## config.mk

```make
export PLATFORM = sky130hd
export DESIGN_NAME = usf_modulo_encoder_flat
export DESIGN_NICKNAME = d
export VERILOG_FILES = /design/src/rtl/usf_modulo_encoder_if.sv /design/src/rtl/usf_modulo_encoder.sv /design/src/flat_wrapper.sv
export SDC_FILE = /design/constraint.sdc
export NUM_CORES = 1
export LEC_CHECK = 0
export BUFFER_PORTS_ARGS = -buffer_cell sky130_fd_sc_hd__buf_2
export CAP_MARGIN = 20
export CORE_MARGIN = 8
export CORE_UTILIZATION = 30
export DETAILED_ROUTE_END_ITERATION = 8
export GPL_ROUTABILITY_DRIVEN = 0
export PLACE_DENSITY = 0.57
export SLEW_MARGIN = 20
export SYNTH_ARGS = -nofsm -noshare
export SYNTH_HDL_FRONTEND = slang
export SYNTH_SLANG_ARGS = --single-unit
export TNS_END_PERCENT = 1
```

## constraint.sdc

```tcl
create_clock -name clk -period 3.8 [get_ports clk]
set_clock_uncertainty 0.15 [all_clocks]
set_input_delay 0 -clock clk [delete_from_list [all_inputs] [get_ports clk]]
set_output_delay 0 -clock clk [all_outputs]
set_load 0.005 [all_outputs]
```

## src/rtl/usf_modulo_encoder_if.sv

```systemverilog
// Sample/result bus of the centered-modulo folding encoder.
// The master drives samples in; the slave returns folded code, fold count and overflow.
interface usf_modulo_encoder_if #(
   parameter int unsigned IN_RES  = 16,
   parameter int unsigned ADC_RES = 10,
   parameter int unsigned K_RES   = 5
);
   logic                      en;
   logic signed [IN_RES-1:0]  in;
   logic                      ready;
   logic signed [ADC_RES-1:0] out;
   logic signed [K_RES-1:0]   k;
   logic                      valid;
   logic                      ovf;

   modport master (output en, in, input ready, out, k, valid, ovf);
   modport slave  (input en, in, output ready, out, k, valid, ovf);
endinterface

```

## src/rtl/usf_modulo_encoder.sv

```systemverilog
// Iterative centered-modulo folding encoder: folds a wide signed sample into
// [-LAMBDA, LAMBDA) one 2*LAMBDA step per cycle, reporting fold count and overflow.
module usf_modulo_encoder #(
   parameter int unsigned IN_RES    = 16,
   parameter int unsigned ADC_RES   = 10,
   parameter int          LAMBDA    = 256,
   parameter int          MAX_FOLDS = 15,
   parameter int unsigned K_RES     = 5
) (
   input  logic                  clk,
   input  logic                  reset,
   usf_modulo_encoder_if.slave   bus
);
   // One guard bit so acc +/- 2*LAMBDA never wraps.
   localparam int unsigned ACC_W = IN_RES + 1;

   localparam logic signed [ACC_W-1:0]   POS_LAM = ACC_W'(LAMBDA);
   localparam logic signed [ACC_W-1:0]   NEG_LAM = ACC_W'(-LAMBDA);
   localparam logic signed [ACC_W-1:0]   TWO_LAM = ACC_W'(2 * LAMBDA);
   localparam logic signed [K_RES-1:0]   K_MAX   = K_RES'(MAX_FOLDS);
   localparam logic signed [K_RES-1:0]   K_MIN   = K_RES'(-MAX_FOLDS);
   localparam logic signed [ADC_RES-1:0] OUT_MAX = ADC_RES'(LAMBDA - 1);
   localparam logic signed [ADC_RES-1:0] OUT_MIN = ADC_RES'(-LAMBDA);

   typedef enum logic [0:0] {IDLE, FOLD} state_t;

   state_t                    state;
   logic signed [ACC_W-1:0]   acc;
   logic signed [K_RES-1:0]   kc;
   logic                      ready;
   logic                      valid;
   logic signed [ADC_RES-1:0] out;
   logic signed [K_RES-1:0]   k;
   logic                      ovf;

   logic above_c;
   logic below_c;
   logic can_fold_c;

   assign above_c    = (acc >= POS_LAM);
   assign below_c    = (acc < NEG_LAM);
   // |kc| < MAX_FOLDS; kc only ever moves in one direction per sample.
   assign can_fold_c = (kc < K_MAX) && (kc > K_MIN);

   always_ff @(posedge clk) begin
      if (!reset) begin
         state <= IDLE;
         ready <= 1'b1;
         valid <= 1'b0;
         out   <= '0;
         k     <= '0;
         ovf   <= 1'b0;
         acc   <= '0;
         kc    <= '0;
      end else begin
         valid <= 1'b0;
         case (state)
            IDLE: begin
               if (bus.en) begin
                  acc   <= {bus.in[IN_RES-1], bus.in};
                  kc    <= '0;
                  ready <= 1'b0;
                  state <= FOLD;
               end
            end
            FOLD: begin
               if ((above_c || below_c) && can_fold_c) begin
                  if (above_c) begin
                     acc <= acc - TWO_LAM;
                     kc  <= kc + K_RES'(1);
                  end else begin
                     acc <= acc + TWO_LAM;
                     kc  <= kc - K_RES'(1);
                  end
               end else begin
                  // Either in range, or out of fold budget and saturating.
                  if (above_c) begin
                     out <= OUT_MAX;
                     ovf <= 1'b1;
                  end else if (below_c) begin
                     out <= OUT_MIN;
                     ovf <= 1'b1;
                  end else begin
                     out <= acc[ADC_RES-1:0];
                     ovf <= 1'b0;
                  end
                  k     <= kc;
                  valid <= 1'b1;
                  ready <= 1'b1;
                  state <= IDLE;
               end
            end
            default: begin
               state <= IDLE;
               ready <= 1'b1;
            end
         endcase
      end
   end

   assign bus.ready = ready;
   assign bus.valid = valid;
   assign bus.out   = out;
   assign bus.k     = k;
   assign bus.ovf   = ovf;

endmodule

```

## src/flat_wrapper.sv

```systemverilog
// flat-port wrapper written by rule: the top's interface ports become plain ports
module usf_modulo_encoder_flat 
#(
   parameter int unsigned IN_RES    = 16,
   parameter int unsigned ADC_RES   = 10,
   parameter int          LAMBDA    = 256,
   parameter int          MAX_FOLDS = 15,
   parameter int unsigned K_RES     = 5
)
  (clk, reset, bus_en, bus_in, bus_ready, bus_out, bus_k, bus_valid, bus_ovf);
  usf_modulo_encoder_if #(.IN_RES(IN_RES), .ADC_RES(ADC_RES), .K_RES(K_RES)) bus_i ();
  input  logic clk;
  input  logic reset;
  input wire logic [$bits(bus_i.en)-1:0] bus_en;
  input wire logic [$bits(bus_i.in)-1:0] bus_in;
  output wire logic [$bits(bus_i.ready)-1:0] bus_ready;
  output wire logic [$bits(bus_i.out)-1:0] bus_out;
  output wire logic [$bits(bus_i.k)-1:0] bus_k;
  output wire logic [$bits(bus_i.valid)-1:0] bus_valid;
  output wire logic [$bits(bus_i.ovf)-1:0] bus_ovf;
  assign bus_i.en = bus_en;
  assign bus_i.in = bus_in;
  assign bus_ready = bus_i.ready;
  assign bus_out = bus_i.out;
  assign bus_k = bus_i.k;
  assign bus_valid = bus_i.valid;
  assign bus_ovf = bus_i.ovf;
  usf_modulo_encoder #(.IN_RES(IN_RES), .ADC_RES(ADC_RES), .LAMBDA(LAMBDA), .MAX_FOLDS(MAX_FOLDS), .K_RES(K_RES)) u_core (.clk(clk), .reset(reset), .bus(bus_i));
endmodule
```

==> results.md <==
- Status: completed
- Max cap viols: 0
- Post-synth top flop: dfxtp_1
- Vias in the first global route: 1,870
- Worst-Skew Late Latency: 0.29 ns
- Top post-synthesis cells by area: dfxtp_1 40%, ha_1 6.1%, mux2i_1 5.3%
- TritonRoute pass-1 iters: 4
- Relative slew slack: 0.339
- Clock-pin slew on the worst setup and hold paths: 0.07 ns
- Post-Place Setup Slack: 0.714 ns
- Flop2flop setup slack: 0.25 ns
- Post-synthesis area per instance: 8.94 um^2
- Synth top area share: 0.397
- Non-Filler Instances: 365
- Max Root-Sink Buffers: 2
- Peak VDD IR: 218 uV
- Min-Delay Endpoint: u_core.acc[6]
- Placed instance area: 2320 um^2
- Worst path cell trace: or4_4 > o21a_1 > buf_4 > ha_1 > a211oi_1 > o21bai_1 > o22ai_1 > mux2i_1 > o221a_2 > dlygate4sd3_1
- Post-route cell area: 2620 um^2
- DR iter-0 viols: 98
- Post-DP HPWL: 3.69 mm
- CP max stage cell: or4_4
- H-tree Lvls: 2
- Initial cell density of the core: 0.307
- Synth warnings: 0
- Fin crit period: 3.55 ns
- DIE HEIGHT: 99.0 um
- Share of layout cells above drive strength 1: 0.200
- Pin count of the biggest net entering global routing: 31
- Hold_sp: bus_en
- CP Launch Type: flop
- Cell count of the worst reg-to-reg path: 10
- Post-synth ARST share: 0
- Setup bufs post-CTS: 0
- FF+latch count, synth: 41
- Post-layout util: 0.390
- CP bufs+invs: 2
- GRT Total Usage: 0.110
- Port Buffer Count: 36
- Reg2Reg Launch Point: u_core.acc[9]
- Via count: 1,801
- Final nets: 315
- Slew Limit Fails: 0
- Total routed wirelength: 5.06 mm
- Arr. time, crit path: 3.64 ns
- Critical path depth: 10
- Std-Cell Core Area: 6720 um^2
- Io pins: 37
- Actual slew at the worst max-slew pin: 0.990 ns
- Most frequent cell after synthesis: dfxtp_1
- WP data required: 3.89 ns
- Mapped Area: 2070 um^2
- TritonCTS buffer count: 5
- F_max: 282 MHz
- Final setup fails: 0
- GR Overflow Total: 0
- PostCTS Resize Cnt: 0
- Max stage delay on crit path: 0.58 ns
- Pwr/cell area: 556 nW/um^2
- Count of final hold-check violations: 0
- Worst min path class: in -> reg
- EDFF count, synth: 0
- Post-route ant nets: 0
- Syn_nets: 262
- Vias per cell: 4.93
- Worst setup path start: u_core.acc[9]
- Hold path depth: 4
- Area Growth Syn to Fin: 26.9%
- CTS sink cnt: 41
- Placed cell count: 339
- Cell family with the largest share of critical-path delay: compound AO/OA/AOI/OAI gates
- Crit path kind: reg -> reg
- Yosys cell types: 51
- Leakage: 1.14 nW
- Residual DRC count: 0
- Post-synthesis sequential area ratio: 0.397
- Final worst-path setup slack: 0.249 ns
- CTS tree: yes
- Die area: 9800 um^2
- Crit share post-route: 0.934
- Die Wd: 99.0 um
- # diodes: 0
- Crit end category: flop
- First-pass GRT wire length: 8.91 mm
- TNS Setup: 0 ns
- Top cells by count, synth: 41 x dfxtp_1, 27 x nand2_1, 27 x nor2_1, 20 x a21oi_1, 11 x mux2i_1
- CTS root buf: clkbuf_8
- Total power: 1.46 mW
- Largest area contributor in the netlist: dfxtp_1
- RSZ-0062 raised after global routing: false
- WHS: 0.105 ns
- Hold Buf Count CTS: 18
- # rows: 30
- Initial antenna violation count: 0
- Wire length per cell: 13.9 um
- Crit path max fanout: 15
- Mapped Cells: 231
- Reg-to-reg critical path endpoint: u_core.acc[16]
-- cells in the final DEF (no fill, tap or decap), types with 2 or more instances in the layout --
| cell | Yosys | routed |
|---|---|---|
| dfxtp_1 | 41 | 41 |
| buf_2 | 1 | 36 |
| nand2_1 | 27 | 27 |
| nor2_1 | 27 | 27 |
| a21oi_1 | 20 | 20 |
| dlygate4sd3_1 | 0 | 18 |
| mux2i_1 | 11 | 11 |
| ha_1 | 10 | 10 |
| inv_1 | 9 | 9 |
| o21ai_0 | 9 | 9 |
| o2bb2ai_1 | 7 | 7 |
| clkbuf_8 | 0 | 6 |
| a211oi_1 | 4 | 4 |
| xnor2_1 | 4 | 4 |
| o21a_1 | 3 | 3 |
| nor2b_1 | 3 | 3 |
| nand4_1 | 3 | 3 |
| or4_4 | 2 | 2 |
| a311oi_1 | 2 | 2 |
| o211ai_1 | 2 | 2 |
| or3_1 | 2 | 2 |
| o31ai_1 | 3 | 2 |
| a21o_1 | 2 | 2 |
| nand3_1 | 2 | 2 |
| nand2b_1 | 2 | 2 |
| a22oi_1 | 2 | 2 |
| fa_1 | 2 | 2 |
| buf_4 | 1 | 2 |
-- power breakdown --
part / switching (mW) / internal [mW] / total, mW
registers: 0.0558 / 0.479 / 0.535
logic: 0.304 / 0.258 / 0.562
clock network: 0.148 / 0.214 / 0.362
-- state kept, by name, indices dropped and copies added (netlist names) --
name	flops
u_core.state	1
u_core.bus.valid	1
u_core.kc	5
u_core.bus.out	10
u_core.acc	17
u_core.bus.ready	1
u_core.bus.k	5
u_core.bus.ovf	1
-- final cells by class --
cell class	instances	area, um^2
clock buffers	7	86.3
clock inverters	1	30.0
fillers	693	4100
inverters	10	50.0
multi-input cells	170	1160
flip-flops and latches	41	821
well taps	80	100
repair buffers	56	375
-- per-layer routing --
layer  vias up  wire, um  part of all wire  track usage
li1        938         -                 -            -
met1       819      2540              0.50        0.138
met3         7       229             0.045       0.0275
met5         -         0                 0            0
met2        37      2220              0.44        0.178
met4         0        74             0.015       0.0425
-- worst min-delay path, cell delays in order --
cell,delay (ns)
buf_2,0.12
nor2b_1,0.23
nand2_1,0.11
a21oi_1,0.05
-- worst max path at each step --
stage / endpoint / slack, ns
6_report: u_core.acc[16] / 0.25
5_1_grt: u_core.acc[16] / 0.08
4_1_cts: u_core.acc[16] / 0.27
3_5_place_dp: u_core.kc[4] / 0.71
3_3_place_gp: u_core.acc[15] / 0.77
2_1_floorplan: u_core.acc[15] / 0.83
-- cell families after synthesis --
logic type	synth area share
multiplexers	0.0533
AND/OR/NAND/NOR	0.176
AO/OA/AOI/OAI	0.228
buffers and inverters	0.0485
adder cells (fa/ha/maj)	0.0800
flip-flops	0.397
XOR/XNOR	0.0170
No activity file was read; power rests on OpenSTA's default activity.
